--- src/rtl/execute_muldiv_pkg.sv ---
// rtl/execute_muldiv_pkg.sv - shared types and constants for the RV32M multiply/divide sequencer
package execute_muldiv_pkg;

  typedef enum logic [2:0] {
    OP_MUL    = 3'd0,
    OP_MULH   = 3'd1,
    OP_MULHSU = 3'd2,
    OP_MULHU  = 3'd3,
    OP_DIV    = 3'd4,
    OP_DIVU   = 3'd5,
    OP_REM    = 3'd6,
    OP_REMU   = 3'd7
  } muldiv_op_t;

  typedef enum logic [1:0] {
    IDLE = 2'd0,
    BUSY = 2'd1,
    DONE = 2'd2
  } muldiv_state_t;

  // Constants are built at the widest supported width and sliced by the user.
  localparam int MAX_WIDTH = 64;

  function automatic logic [MAX_WIDTH-1:0] ovf_dividend(input int width);
    return MAX_WIDTH'(1) << (width - 1);
  endfunction

  function automatic logic [MAX_WIDTH-1:0] all_ones(input int width);
    return (MAX_WIDTH'(1) << width) - MAX_WIDTH'(1);
  endfunction

  function automatic logic op_is_div(input muldiv_op_t op);
    return op[2];
  endfunction

  function automatic logic op_a_signed(input muldiv_op_t op);
    return op inside {OP_MUL, OP_MULH, OP_MULHSU, OP_DIV, OP_REM};
  endfunction

  function automatic logic op_b_signed(input muldiv_op_t op);
    return op inside {OP_MUL, OP_MULH, OP_DIV, OP_REM};
  endfunction

endpackage

--- src/rtl/execute_muldiv_seq_if.sv ---
// rtl/execute_muldiv_seq_if.sv - ID/EX request and result bus of the muldiv sequencer
interface execute_muldiv_seq_if #(
  parameter int DATA_WIDTH = 32
);
  logic                  i_valid;
  logic [2:0]            i_op;
  logic [DATA_WIDTH-1:0] i_src_a;
  logic [DATA_WIDTH-1:0] i_src_b;
  logic                  i_flush;
  logic                  o_ready;
  logic                  o_stall;
  logic                  o_result_valid;
  logic [DATA_WIDTH-1:0] o_result;

  modport master (
    output i_valid, i_op, i_src_a, i_src_b, i_flush,
    input  o_ready, o_stall, o_result_valid, o_result
  );

  modport slave (
    input  i_valid, i_op, i_src_a, i_src_b, i_flush,
    output o_ready, o_stall, o_result_valid, o_result
  );
endinterface

--- src/rtl/muldiv_iter_dp.sv ---
// rtl/muldiv_iter_dp.sv - iterative shift-add multiply / restoring divide datapath with sign fix-up
module muldiv_iter_dp
  import execute_muldiv_pkg::*;
#(
  parameter int DATA_WIDTH = 32
) (
  input  logic                  clk_i,
  input  logic                  rst_i,
  input  logic                  load_i,
  input  logic                  step_i,
  input  logic                  finish_i,
  input  muldiv_op_t            op_i,
  input  logic [DATA_WIDTH-1:0] src_a_i,
  input  logic [DATA_WIDTH-1:0] src_b_i,
  output logic [DATA_WIDTH-1:0] result_o
);
  localparam int W = DATA_WIDTH;

  logic [2*W-1:0] acc_q, acc_d;
  logic [W-1:0]   operand_q, operand_d;
  muldiv_op_t     op_q, op_d;
  logic           neg_a_q, neg_a_d, neg_b_q, neg_b_d;

  logic           sa, sb;
  logic [W-1:0]   mag_a, mag_b;
  logic [W:0]     mul_sum, div_shift, div_trial;
  logic           q_bit;
  logic [W-1:0]   rem_next;
  logic [2*W-1:0] step_val, prod_fix;
  logic [W-1:0]   quot_fix, rem_fix;

  assign sa    = op_a_signed(op_i) & src_a_i[W-1];
  assign sb    = op_b_signed(op_i) & src_b_i[W-1];
  assign mag_a = sa ? -src_a_i : src_a_i;
  assign mag_b = sb ? -src_b_i : src_b_i;

  // Multiply: acc = {partial high, remaining multiplier bits}, shifted right each step.
  assign mul_sum = {1'b0, acc_q[2*W-1:W]} + (acc_q[0] ? {1'b0, operand_q} : '0);

  // Divide: acc = {partial remainder, dividend bits becoming quotient}, shifted left.
  assign div_shift = acc_q[2*W-1:W-1];
  assign div_trial = div_shift - {1'b0, operand_q};
  assign q_bit     = ~div_trial[W];
  assign rem_next  = q_bit ? div_trial[W-1:0] : div_shift[W-1:0];

  assign step_val = op_is_div(op_q) ? {rem_next, acc_q[W-2:0], q_bit}
                                    : {mul_sum, acc_q[W-1:1]};

  assign prod_fix = (neg_a_q ^ neg_b_q) ? -step_val : step_val;
  assign quot_fix = (neg_a_q ^ neg_b_q) ? -step_val[W-1:0] : step_val[W-1:0];
  assign rem_fix  = neg_a_q ? -step_val[2*W-1:W] : step_val[2*W-1:W];

  always_comb begin
    result_o = prod_fix[W-1:0];
    case (op_q)
      OP_MUL:                       result_o = prod_fix[W-1:0];
      OP_MULH, OP_MULHSU, OP_MULHU: result_o = prod_fix[2*W-1:W];
      OP_DIV, OP_DIVU:              result_o = quot_fix;
      OP_REM, OP_REMU:              result_o = rem_fix;
      default:                      result_o = prod_fix[W-1:0];
    endcase
  end

  always_comb begin
    acc_d     = acc_q;
    operand_d = operand_q;
    op_d      = op_q;
    neg_a_d   = neg_a_q;
    neg_b_d   = neg_b_q;
    if (load_i) begin
      acc_d     = {{W{1'b0}}, (op_is_div(op_i) ? mag_a : mag_b)};
      operand_d = op_is_div(op_i) ? mag_b : mag_a;
      op_d      = op_i;
      neg_a_d   = sa;
      neg_b_d   = sb;
    end else if (finish_i) begin
      acc_d     = '0;
      operand_d = '0;
      neg_a_d   = 1'b0;
      neg_b_d   = 1'b0;
    end else if (step_i) begin
      acc_d = step_val;
    end
  end

  always_ff @(posedge clk_i or posedge rst_i) begin
    if (rst_i) begin
      acc_q     <= '0;
      operand_q <= '0;
      op_q      <= OP_MUL;
      neg_a_q   <= 1'b0;
      neg_b_q   <= 1'b0;
    end else begin
      acc_q     <= acc_d;
      operand_q <= operand_d;
      op_q      <= op_d;
      neg_a_q   <= neg_a_d;
      neg_b_q   <= neg_b_d;
    end
  end
endmodule

--- src/rtl/execute_muldiv_seq.sv ---
// rtl/execute_muldiv_seq.sv - execute-stage muldiv FSM, stall/handshake and result register
module execute_muldiv_seq
  import execute_muldiv_pkg::*;
#(
  parameter  int DATA_WIDTH = 32,
  localparam int CNT_WIDTH  = $clog2(DATA_WIDTH) + 1
) (
  input  logic                 i_clk,
  input  logic                 i_reset,
  execute_muldiv_seq_if.slave  bus
);
  localparam logic [MAX_WIDTH-1:0]  OVF_FULL     = ovf_dividend(DATA_WIDTH);
  localparam logic [MAX_WIDTH-1:0]  ONES_FULL    = all_ones(DATA_WIDTH);
  localparam logic [DATA_WIDTH-1:0] OVF_DIVIDEND = OVF_FULL[DATA_WIDTH-1:0];
  localparam logic [DATA_WIDTH-1:0] ALL_ONES     = ONES_FULL[DATA_WIDTH-1:0];

  muldiv_state_t         state_q, state_d;
  logic [CNT_WIDTH-1:0]  cnt_q, cnt_d;
  logic [DATA_WIDTH-1:0] result_q, result_d;
  logic [DATA_WIDTH-1:0] dp_result, fast_result;
  logic                  dp_load, dp_step, dp_finish;
  logic                  accept, div_zero, div_ovf, fast_path;
  muldiv_op_t            op_in;

  assign op_in     = muldiv_op_t'(bus.i_op);
  assign accept    = bus.i_valid && !bus.i_flush;
  assign div_zero  = op_is_div(op_in) && (bus.i_src_b == '0);
  assign div_ovf   = (op_in inside {OP_DIV, OP_REM}) && (bus.i_src_a == OVF_DIVIDEND)
                     && (bus.i_src_b == ALL_ONES);
  assign fast_path = div_zero || div_ovf;

  always_comb begin
    fast_result = '0;
    if (div_zero) begin
      fast_result = (op_in inside {OP_REM, OP_REMU}) ? bus.i_src_a : ALL_ONES;
    end else if (div_ovf) begin
      fast_result = (op_in == OP_REM) ? '0 : OVF_DIVIDEND;
    end
  end

  muldiv_iter_dp #(
    .DATA_WIDTH (DATA_WIDTH)
  ) u_dp (
    .clk_i    (i_clk),
    .rst_i    (i_reset),
    .load_i   (dp_load),
    .step_i   (dp_step),
    .finish_i (dp_finish),
    .op_i     (op_in),
    .src_a_i  (bus.i_src_a),
    .src_b_i  (bus.i_src_b),
    .result_o (dp_result)
  );

  always_comb begin
    state_d   = state_q;
    cnt_d     = cnt_q;
    result_d  = result_q;
    dp_load   = 1'b0;
    dp_step   = 1'b0;
    dp_finish = 1'b0;
    case (state_q)
      IDLE: begin
        if (accept) begin
          if (fast_path) begin
            result_d = fast_result;
            state_d  = DONE;
          end else begin
            dp_load = 1'b1;
            cnt_d   = CNT_WIDTH'(DATA_WIDTH);
            state_d = BUSY;
          end
        end
      end
      BUSY: begin
        dp_step = 1'b1;
        cnt_d   = cnt_q - CNT_WIDTH'(1);
        if (cnt_q == CNT_WIDTH'(1)) begin
          dp_finish = 1'b1;
          result_d  = dp_result;
          state_d   = DONE;
        end
      end
      DONE:    state_d = IDLE;
      default: state_d = IDLE;
    endcase
    // A flush discards the operation and leaves the last good result visible.
    if (bus.i_flush) begin
      state_d   = IDLE;
      cnt_d     = '0;
      result_d  = result_q;
      dp_load   = 1'b0;
      dp_step   = 1'b0;
      dp_finish = 1'b1;
    end
  end

  always_ff @(posedge i_clk or posedge i_reset) begin
    if (i_reset) begin
      state_q  <= IDLE;
      cnt_q    <= '0;
      result_q <= '0;
    end else begin
      state_q  <= state_d;
      cnt_q    <= cnt_d;
      result_q <= result_d;
    end
  end

  assign bus.o_ready        = (state_q == IDLE);
  assign bus.o_stall        = (state_q == BUSY) || ((state_q == IDLE) && accept);
  assign bus.o_result_valid = (state_q == DONE);
  assign bus.o_result       = result_q;
endmodule

--- src/flat_wrapper.sv ---
// flat-port wrapper written by rule: the top's interface ports become plain ports
module execute_muldiv_seq_flat import execute_muldiv_pkg::*;
#(
  parameter  int DATA_WIDTH = 32,
  localparam int CNT_WIDTH  = $clog2(DATA_WIDTH) + 1
)
  (i_clk, i_reset, bus_i_valid, bus_i_op, bus_i_src_a, bus_i_src_b, bus_i_flush, bus_o_ready, bus_o_stall, bus_o_result_valid, bus_o_result);
  execute_muldiv_seq_if #(.DATA_WIDTH(DATA_WIDTH)) bus_i ();
  input  logic i_clk;
  input  logic i_reset;
  input wire logic [$bits(bus_i.i_valid)-1:0] bus_i_valid;
  input wire logic [$bits(bus_i.i_op)-1:0] bus_i_op;
  input wire logic [$bits(bus_i.i_src_a)-1:0] bus_i_src_a;
  input wire logic [$bits(bus_i.i_src_b)-1:0] bus_i_src_b;
  input wire logic [$bits(bus_i.i_flush)-1:0] bus_i_flush;
  output wire logic [$bits(bus_i.o_ready)-1:0] bus_o_ready;
  output wire logic [$bits(bus_i.o_stall)-1:0] bus_o_stall;
  output wire logic [$bits(bus_i.o_result_valid)-1:0] bus_o_result_valid;
  output wire logic [$bits(bus_i.o_result)-1:0] bus_o_result;
  assign bus_i.i_valid = bus_i_valid;
  assign bus_i.i_op = bus_i_op;
  assign bus_i.i_src_a = bus_i_src_a;
  assign bus_i.i_src_b = bus_i_src_b;
  assign bus_i.i_flush = bus_i_flush;
  assign bus_o_ready = bus_i.o_ready;
  assign bus_o_stall = bus_i.o_stall;
  assign bus_o_result_valid = bus_i.o_result_valid;
  assign bus_o_result = bus_i.o_result;
  execute_muldiv_seq #(.DATA_WIDTH(DATA_WIDTH)) u_core (.i_clk(i_clk), .i_reset(i_reset), .bus(bus_i));
endmodule
--- config.mk ---
export PLATFORM = sky130hd
export DESIGN_NAME = execute_muldiv_seq_flat
export DESIGN_NICKNAME = d
export VERILOG_FILES = /design/src/rtl/execute_muldiv_pkg.sv /design/src/rtl/execute_muldiv_seq_if.sv /design/src/rtl/muldiv_iter_dp.sv /design/src/rtl/execute_muldiv_seq.sv /design/src/flat_wrapper.sv
export SDC_FILE = /design/constraint.sdc
export NUM_CORES = 1
export LEC_CHECK = 0
export BUFFER_PORTS_ARGS = -buffer_cell sky130_fd_sc_hd__buf_2
export CAP_MARGIN = 20
export CORE_UTILIZATION = 45
export DETAILED_ROUTE_END_ITERATION = 16
export PLACE_DENSITY_LB_ADDON = 0.08
export SYNTH_ARGS = -nofsm -noshare
export SYNTH_HDL_FRONTEND = slang
export SYNTH_SLANG_ARGS = --single-unit
--- constraint.sdc ---
create_clock -name i_clk -period 5.85 [get_ports i_clk]
set_input_delay 1.17 -clock i_clk [delete_from_list [all_inputs] [get_ports i_clk]]
set_output_delay 1.17 -clock i_clk [all_outputs]
set_load 0.01 [all_outputs]
Word-level counts from Yosys, hierarchy flattened

Index checks and enable logic that the tools add are counted.

Register bits: 141
Bits of input ports: 71
Output and inout bits: 35

Add/subtract/negate cells: 8
Eq/ne operators: 23
Mux-type cells: 45
Bitwise logic cells: 5
Reductions and logical operators: 26

Operators with widths:

| operator                                         | count |
|---|---|
| 2-to-1 mux 32 bit                                | 17 |
| 2-to-1 mux 64 bit                                | 5 |
| negation 32 bit                                  | 4 |
| one-hot mux 32 bit (4 select lines)              | 1 |
| == test 32 bit, second input constant            | 2 |
| negation 64 bit                                  | 1 |
| one-hot mux 32 bit (2 select lines)              | 1 |
| adder 32 x 32 -> 33 bit                          | 1 |
| subtractor 33 x 32 -> 33 bit                     | 1 |
| logical NOT 32 bit                               | 1 |
| == test 3 bit, second input constant             | 7 |
| 2-to-1 mux 6 bit                                 | 3 |
| 2-to-1 mux 1 bit                                 | 12 |
| one-hot mux 6 bit (2 select lines)               | 1 |
| == test 3 x 2 -> 1 bit, second input constant    | 3 |
| 2-to-1 mux 2 bit                                 | 4 |
| nonzero test 2 bit                               | 4 |
| == test 3 x 1 -> 1 bit, second input constant    | 2 |
| == test 6 x 1 -> 1 bit, second input constant    | 1 |
| logical NOT 3 bit                                | 2 |
| != test 2 x 1 -> 1 bit, second input constant    | 3 |
| != test 3 x 2 -> 1 bit, second input constant    | 2 |
| nonzero test 3 bit                               | 2 |
| subtractor 6 x 1 -> 6 bit, second input constant | 1 |
| other kinds (18)                                 | 26 |

Longest topological paths before layout

Gate-level depths: netlist (run 1).

Word-level depth: 10
Depth in mapped cells: 24

By module

From an unflattened synthesis (run 1), not the netlist that was laid out.

Cells, all modules: 2,291
Area total of the unflattened synthesis: 17,032.6 um^2

Modules (own cells, without submodules):

| module             | instances | cells each | area each (um^2) | sequential area each (um^2) |
|---|---|---|---|---|
| muldiv_iter_dp     | 1         | 1,976      | 14,206.1         | 2,527.4 |
| execute_muldiv_seq | 1         | 315        | 2,826.5          | 1,001.0 |

Least setup slack after synthesis (run 1)

No wires, ideal clock.

Kind: flip-flop to flip-flop
Start point: reg u_core.u_dp.acc_q[31]
End point: reg u_core.result_q[20] (netlist: u_core.bus.o_result[20])
Data arrival time: 5.084 ns
Path slack: 0.624 ns
Cell stages (with the launch flop): 25
Path buffers: 4
Clock period less this slack: 5.226 ns
Path through: dfrtp_1 inv_1 ha_1 fa_1 nand2b_1 a21oi_1 o21ai_1 o21ai_1 a31o_1 buf_2 clkbuf_1 o31a_1 ha_1 o21ai_0 nor4_1 and3_1 clkbuf_1 and2_1 clkbuf_1 nand2_1 o41ai_1 xor2_1 o22ai_1 a21oi_1 o221ai_1

Cells in the longest elaborated chain, start to end: 8

Ends and longest elaborated chain:

| item                                                | line                                       | source |
|---|---|---|
| from (decl)                                         | muldiv_iter_dp.sv:19                       | `logic [2*W-1:0] acc_q, acc_d;` |
| from (signal assigned)                              | muldiv_iter_dp.sv:88                       | `acc_q <= '0;` |
| from (signal assigned)                              | muldiv_iter_dp.sv:94                       | `acc_q <= acc_d;` |
| subtractor 33 x 32 -> 33 bit                        | muldiv_iter_dp.sv:42                       | `assign div_trial = div_shift - {1'b0, operand_q};` |
| 2-to-1 mux 32 bit or inverter 1 bit (tied branches) | muldiv_iter_dp.sv:44, muldiv_iter_dp.sv:43 |  |
| 2-to-1 mux 64 bit *                                 | muldiv_iter_dp.sv:46                       | `assign step_val = op_is_div(op_q) ? {rem_next, acc_q[W-2:0], q_bit}` |
| negation 64 bit, or another cell as far along       | muldiv_iter_dp.sv:49                       | `assign prod_fix = (neg_a_q ^ neg_b_q) ? -step_val : step_val;` |
| 2-to-1 mux 64 bit, or another cell as far along     | muldiv_iter_dp.sv:49                       |  |
| one-hot mux 32 bit (4 select lines) *               | muldiv_iter_dp.sv:55                       | `case (op_q)` |
| 2-to-1 mux 32 bit *                                 | execute_muldiv_seq.sv:78                   | `if (cnt_q == CNT_WIDTH'(1)) begin` |
| one-hot mux 32 bit (2 select lines) *               | execute_muldiv_seq.sv:62                   | `case (state_q)` |
| to (signal assigned)                                | execute_muldiv_seq.sv:106                  | `result_q <= result_d;` |
| to (decl)                                           | execute_muldiv_seq.sv:19                   | `logic [DATA_WIDTH-1:0] result_q, result_d;` |

Every way passes the cells marked *; elsewhere a longest branch is shown, timed or not. The select of a mux whose other input is x is not followed.
A chain may end at the register's enable or synchronous reset.

Final worst setup path (run 1)

Start point: reg u_core.u_dp.acc_q[31]
End point: reg u_core.result_q[30] (netlist: u_core.bus.o_result[30])

The elaborated chain is that of the path after synthesis.

==> reports/metrics.csv, run 1 <==
metric,value,unit
status,"complete, no violations",
cts-root-buf,clkbuf_16,
fin_nets,2355,
post_drt_wl_per_cell,25.9,µm
fmax,0.179,GHz
drc,0,
powerDensity,613,mW/mm²
fillerInstances,3543,
layout_min_cycle_time,5.59,ns
worst_r2r_path_depth,17,
cts_made_buffers,17,
finalSetupViolCount,0,
die_x,189,µm
dieArea,0.0358,mm²
ys_async_sr_fraction,100,%
synth-simple-area-share,22.3,%
drive_gt1_share,11.5,%
clk_latency,0.47,ns
fin_tns_setup,0,ns
synth_edf_count,0,
worstReg2RegStart,u_core.u_dp.acc_q[31]$_DFFE_PP0P_,
required,6.20,ns
hold_class,reg -> reg,
htreeDepth,4,
track_usage,38.6,%
synth_top_flop_cell,dfrtp_1,
clock_skew,0.0205,ns
crit_top_cell,o21ai_1,
grt_pass1_wl,103000,µm
syn_inst,2150,
synthesis.nets,2293,
cts.sink_count,141,
grt_max_degree,106,
synthDistinctLibCells,85,
grt_pass1_vias,16323,
synth_xor_area_share,9.15,%
regToRegEndpoint,u_core.bus.o_result[30]$_DFFE_PP0P_,
critPathSlowestCell,or4_1,
cp_max_fo,12,
antenna_left,0,
crit_buf_inv,2,
drtIter0Drc,2225,
synth_mux_area_share,3.59,%
path_clk_slew,0.08,ns
synth_fa_ha_area_share,5.80,%
postCtsSetupRepairBufs,0,
worst_pin_slew,0.895,ns
finalMaxSlewViolations,0,
cp_top_family,simple AND/OR/NAND/NOR gates,
whs_endpoint,u_core.bus.o_result[0]$_DFFE_PP0P_,
synth.yosys.seq_area_share,22.3,%
wirelength,69400,µm
min_period_over_period,95.5,%
start_kind,register,
fin_ws,0.263,ns
synth_area,0.0158,mm²
gp_congestion,0.994,
drtPass1Iterations,6,
hold_depth,1,
cp_cell_sequence,"inv_1, ha_1, fa_1, nand2b_1, a21oi_1, o21ai_1, o21ai_2, a211oi_4, buf_4, nor4_1, a32o_1, nand4_1, or4_1, nor4_4, mux2i_1, a2111oi_2, o21ai_1",
grt_setup_unrepaired,no,
io_buffers,105,
antenna_found_initial,1,
leakagePower,7.31,nW
area_growth_syn_to_layout,11.2,%
n_antenna_cell,0,
hold_viol,0,
cts_tree,yes,
viasPerCell,6.59,
ir_drop,0.314,mV
path_class,reg -> reg,
arrival,5.93,ns
slew_headroom,39.7,%
fin_hold_ws,0.511,ns
ff2ff_setup_slack,0.26,ns
pre_cts_slack,0.267,ns
avgSynthCellArea,7.34,µm²
vias,17668,
yosys_warnings,0,
final_core_util,50.8,%
cts_buffer_depth,2,
endpoint_kind,register,
synth-compound-area-share,31.8,%
start_util,45.7,%
dp_hpwl,54600,µm
synth.ff_latch_count,141,
dieHeight,189,µm
row_count,68,
overflow,0,
core_area,0.0345,mm²
cap_violations,0,
synth_top_family_by_area,compound AO/OA/AOI/OAI gates,
num_io_pins,106,
min-delay-start,u_core.bus.o_result[0]$_DFFE_PP0P_,
cpPeakStageDelay,0.81,ns
[per-stage QoR]
step / cells / power (mW) / cell area, µm²
3_5_place_dp: 2648 / 9.34 / 17000
6_report: 2680 / 10.8 / 17600
5_1_grt: 2680 / 11.3 / 17600
4_1_cts: 2680 / 10.5 / 17600
3_3_place_gp: 2648 / 9.31 / 17000
2_1_floorplan: 2150 / 6.41 / 15800
[layout make-up]
cell class / instances / area (µm²) / share of cell area, %
timing repair buffer: 178 / 1090 / 6.18
inverter: 72 / 275 / 1.57
tap: 455 / 569 / 3.24
clock buffer: 17 / 425 / 2.42
sequential: 141 / 3530 / 20.1
multi-input combinational: 1802 / 11500 / 65.5
clock inverter: 15 / 170 / 0.969
[cell usage in the layout (no fill, tap or decap), drive strengths merged, types with 8 or more instances in the layout]
cell	netlist	layout
nand2	224	224
o21ai	205	205
nor2	201	201
a21oi	190	190
buf	33	178
dfrtp	141	141
xnor2	95	95
inv	70	79
ha	70	70
xor2	70	70
nor3	55	55
and2	53	53
mux2i	51	51
a31oi	43	43
o22ai	42	42
nand3	40	40
o221ai	38	38
nand4	32	32
o31ai	28	28
a21o	26	26
nor4	23	23
a211oi	21	21
or3	18	18
and3	18	18
a22o	18	18
o21a	17	17
clkbuf	102	17
nand2b	16	16
o211ai	16	16
nor2b	13	13
or4	13	13
o41ai	12	12
a221o	10	10
a41oi	10	10
o21bai	9	9
a2111oi	8	8
[logic make-up after synthesis]
kind of cell | after synthesis
multiplexers | 56
AND/OR/NAND/NOR | 734
AO/OA/AOI/OAI | 775
buffers and inverters | 207
flip-flops | 141
XOR/XNOR | 165
adder cells (fa/ha/maj) | 72
[worst max path at each step]
stage,startpoint,slack (ns),end,depth (start not counted)
CTS,u_core.u_dp.acc_q[31]$_DFFE_PP0P_,0.26,u_core.bus.o_result[30]$_DFFE_PP0P_,17
global placement,u_core.u_dp.acc_q[40]$_DFFE_PP0P_,0.38,u_core.bus.o_result[0]$_DFFE_PP0P_,19
detailed placement,u_core.u_dp.acc_q[31]$_DFFE_PP0P_,0.27,u_core.bus.o_result[30]$_DFFE_PP0P_,17
floorplan,u_core.u_dp.acc_q[31]$_DFFE_PP0P_,0.62,u_core.bus.o_result[20]$_DFFE_PP0P_,24
global route,u_core.u_dp.acc_q[31]$_DFFE_PP0P_,0.01,u_core.bus.o_result[30]$_DFFE_PP0P_,17
finish,u_core.u_dp.acc_q[31]$_DFFE_PP0P_,0.26,u_core.bus.o_result[30]$_DFFE_PP0P_,17
[synth_stat cells (all sizes together) (9+ instances only)]
cell type | number | area (µm²)
and3 | 18 | 113
a21o | 26 | 195
buf | 33 | 144
a22o | 18 | 158
nor3 | 55 | 285
o31ai | 28 | 210
a31oi | 43 | 269
o221ai | 38 | 333
a221o | 10 | 100
o22ai | 42 | 263
nand2b | 16 | 100
mux2i | 51 | 510
nor4 | 23 | 165
a21oi | 190 | 951
a211oi | 21 | 170
xnor2 | 95 | 832
o21ai | 205 | 1030
or4 | 13 | 97.6
xor2 | 70 | 613
o21a | 17 | 128
clkbuf | 102 | 383
inv | 70 | 263
a41oi | 10 | 87.6
and2 | 53 | 332
dfrtp | 141 | 3530
nand4 | 32 | 200
ha | 70 | 876
nor2 | 201 | 757
o21bai | 9 | 67.6
o211ai | 16 | 120
nand2 | 224 | 843
or3 | 18 | 113
nand3 | 40 | 205
o41ai | 12 | 105
nor2b | 13 | 81.3
[report_power, final]
group          leakage [nW]  switching (mW)  internal, mW
logic                  5.16            5.24          2.77
clock network         0.291           0.537         0.608
registers              1.86           0.352          1.25
total                  7.31            6.13          4.63
[repair_timing]
action,4_1_cts,5_1_grt
resized for setup,0,4
endpoints found under the setup margin,0,10
hold endpoints to repair,0,0
hold buffers,0,0
[metal layers]
metal	track usage [%]	part of all wire, %	vias to the layer above
li1	-	-	8127
met1	51.5	42	8528
met2	60.9	45	857
met3	4.87	7.4	154
met4	20.2	5.5	2
met5	0	0.027	-
[registers in the layout, indices dropped and copies added (netlist names)]
signal	count
u_core.u_dp.acc_q	64
u_core.bus.o_result	32
u_core.u_dp.operand_q	32
u_core.cnt_q	6
u_core.u_dp.op_q	3
u_core.state_q	2
u_core.u_dp.neg_a_q	1
u_core.u_dp.neg_b_q	1
Power figures use the tool's default switching activity.
==> run 2, diff against run 1 <==
--- a/config.mk
+++ b/config.mk
@@ -10,6 +10,7 @@
 export CORE_UTILIZATION = 45
 export DETAILED_ROUTE_END_ITERATION = 16
 export PLACE_DENSITY_LB_ADDON = 0.08
+export SETUP_SLACK_MARGIN = 0.5
 export SYNTH_ARGS = -nofsm -noshare
 export SYNTH_HDL_FRONTEND = slang
 export SYNTH_SLANG_ARGS = --single-unit
==> run 2 against run 1 <==
Effect of this change: clock power is essentially flat; via count is 0.48% higher; sequential share of layout area down 0.086 points; global-route usage hardly changed.
==> reports/metrics.csv, run 2 (synthesized netlist as in run 1, its figures left out) <==
metric,value,unit
antenna_left,0,
dieArea,0.0358,mm²
total_power,10.8,mW
pre_cts_slack,0.267,ns
placed_area,0.0170,mm²
fin_cells,2684,
cp_max_fo,22,
min_period_over_period,88.2,%
cts-root-buf,clkbuf_16,
fmax,0.194,GHz
final_common_cell,nand2_1,
required,6.23,ns
row_count,68,
drive_gt1_share,12.1,%
ctsHoldBuffers,0,
final_cell_area,0.0176,mm²
finalMaxSlewViolations,0,
ir_drop,0.309,mV
vias,17752,
overflow,0,
multi_input_area,0.0116,mm²
drtPass1Iterations,6,
cts_buffer_depth,2,
worst_pin_slew,0.895,ns
regMostFlops,u_core.u_dp.acc_q,
dp_hpwl,54600,µm
grt_pass1_wl,103000,µm
arrival,5.54,ns
grt_pass1_vias,16337,
placedCellCount,2648,
viasPerCell,6.61,
die_x,189,µm
finalSetupViolCount,0,
endpoint_kind,register,
num_io_pins,106,
slew_headroom,39.7,%
powerDensity,615,mW/mm²
core_area,0.0345,mm²
post_drt_wl_per_cell,25.9,µm
fillerInstances,3541,
fin_nets,2358,
start_kind,register,
io_buffers,105,
grt_setup_unrepaired,yes,
antenna_found_initial,1,
status,"complete, no violations",
layout_min_cycle_time,5.16,ns
cts.sink_count,141,
hold_viol,0,
fin_hold_ws,0.510,ns
path_class,reg -> reg,
path_clk_slew,0.07,ns
ff2ff_setup_slack,0.69,ns
gp_congestion,0.994,
cts_tree,yes,
largest_reg_flops,64,
hold_class,reg -> reg,
fin_tns_setup,0,ns
clk_latency,0.47,ns
drtIter0Drc,2262,
track_usage,38.6,%
htreeDepth,4,
final_core_util,51.1,%
wirelength,69600,µm
leakagePower,7.33,nW
area_growth_syn_to_layout,11.7,%
cts_made_buffers,17,
cap_violations,0,
grt_max_degree,106,
clock_skew,0.0226,ns
layout.area.seq,0.00353,mm²
start_util,45.7,%
dieHeight,189,µm
fin_ws,0.692,ns
drc,0,
final_cell_mix,"nand2_1, nor2_1, o21ai_0, a21oi_1, dfrtp_1",
[run 2: area by class of cell]
| cell class | instances | area share (%) |
|---|---|---|
| clock buffer | 17 | 2.41 |
| antenna | 1 | 0.0142 |
| inverter | 72 | 1.56 |
| timing repair buffer | 181 | 6.29 |
| sequential | 141 | 20.0 |
| tap | 455 | 3.23 |
| clock inverter | 15 | 0.965 |
| multi-input combinational | 1802 | 65.5 |
[run 2: power by group]
group          switching [mW]  internal, mW
Clock                   0.535         0.608
Sequential              0.355          1.25
Combinational            5.27          2.83
Total                    6.16          4.69
[run 2: worst paths after layout]
check	startpoint	to	cells past startpoint
max	u_core.u_dp.acc_q[0]$_DFFE_PP0P_	u_core.bus.o_result[27]$_DFFE_PP0P_	16
min	u_core.bus.o_result[0]$_DFFE_PP0P_	u_core.bus.o_result[0]$_DFFE_PP0P_	1
max reg2reg	u_core.u_dp.acc_q[0]$_DFFE_PP0P_	u_core.bus.o_result[27]$_DFFE_PP0P_	16
min reg2reg	u_core.bus.o_result[0]$_DFFE_PP0P_	u_core.bus.o_result[0]$_DFFE_PP0P_	1
max in group asynchronous	i_reset	u_core.u_dp.acc_q[58]$_DFFE_PP0P_	3
min in group asynchronous	i_reset	u_core.u_dp.acc_q[5]$_DFFE_PP0P_	2
[run 2: critical path, cell delays in order (launching register included)]
cell	delay (ns)
dfrtp_1	0.41
buf_4	0.23
and2_1	0.22
ha_1	0.46
nand4_1	0.21
nor3_1	0.36
inv_1	0.07
o21ai_0	0.44
xor2_1	0.25
or4_1	0.45
o211ai_1	0.16
nand4_1	0.18
or4_4	0.62
or3_1	0.40
a21o_1	0.19
a311o_1	0.31
o21ai_1	0.11
[run 2: layer usage]
layer | vias up | track usage, % | wire, µm
li1 | 8128 | - | -
met1 | 8571 | 51.5 | 29000
met2 | 879 | 60.9 | 31100
met3 | 172 | 4.87 | 5290
met4 | 2 | 20.2 | 4120
met5 | - | 0 | 19
[run 2: timing repair]
item / in CTS / in global routing
resized for setup: 7 / 12
pin swaps: 1 / 4
setup buffers: 0 / 3
setup endpoints to repair: 17 / 21
gates cloned: 0 / 0
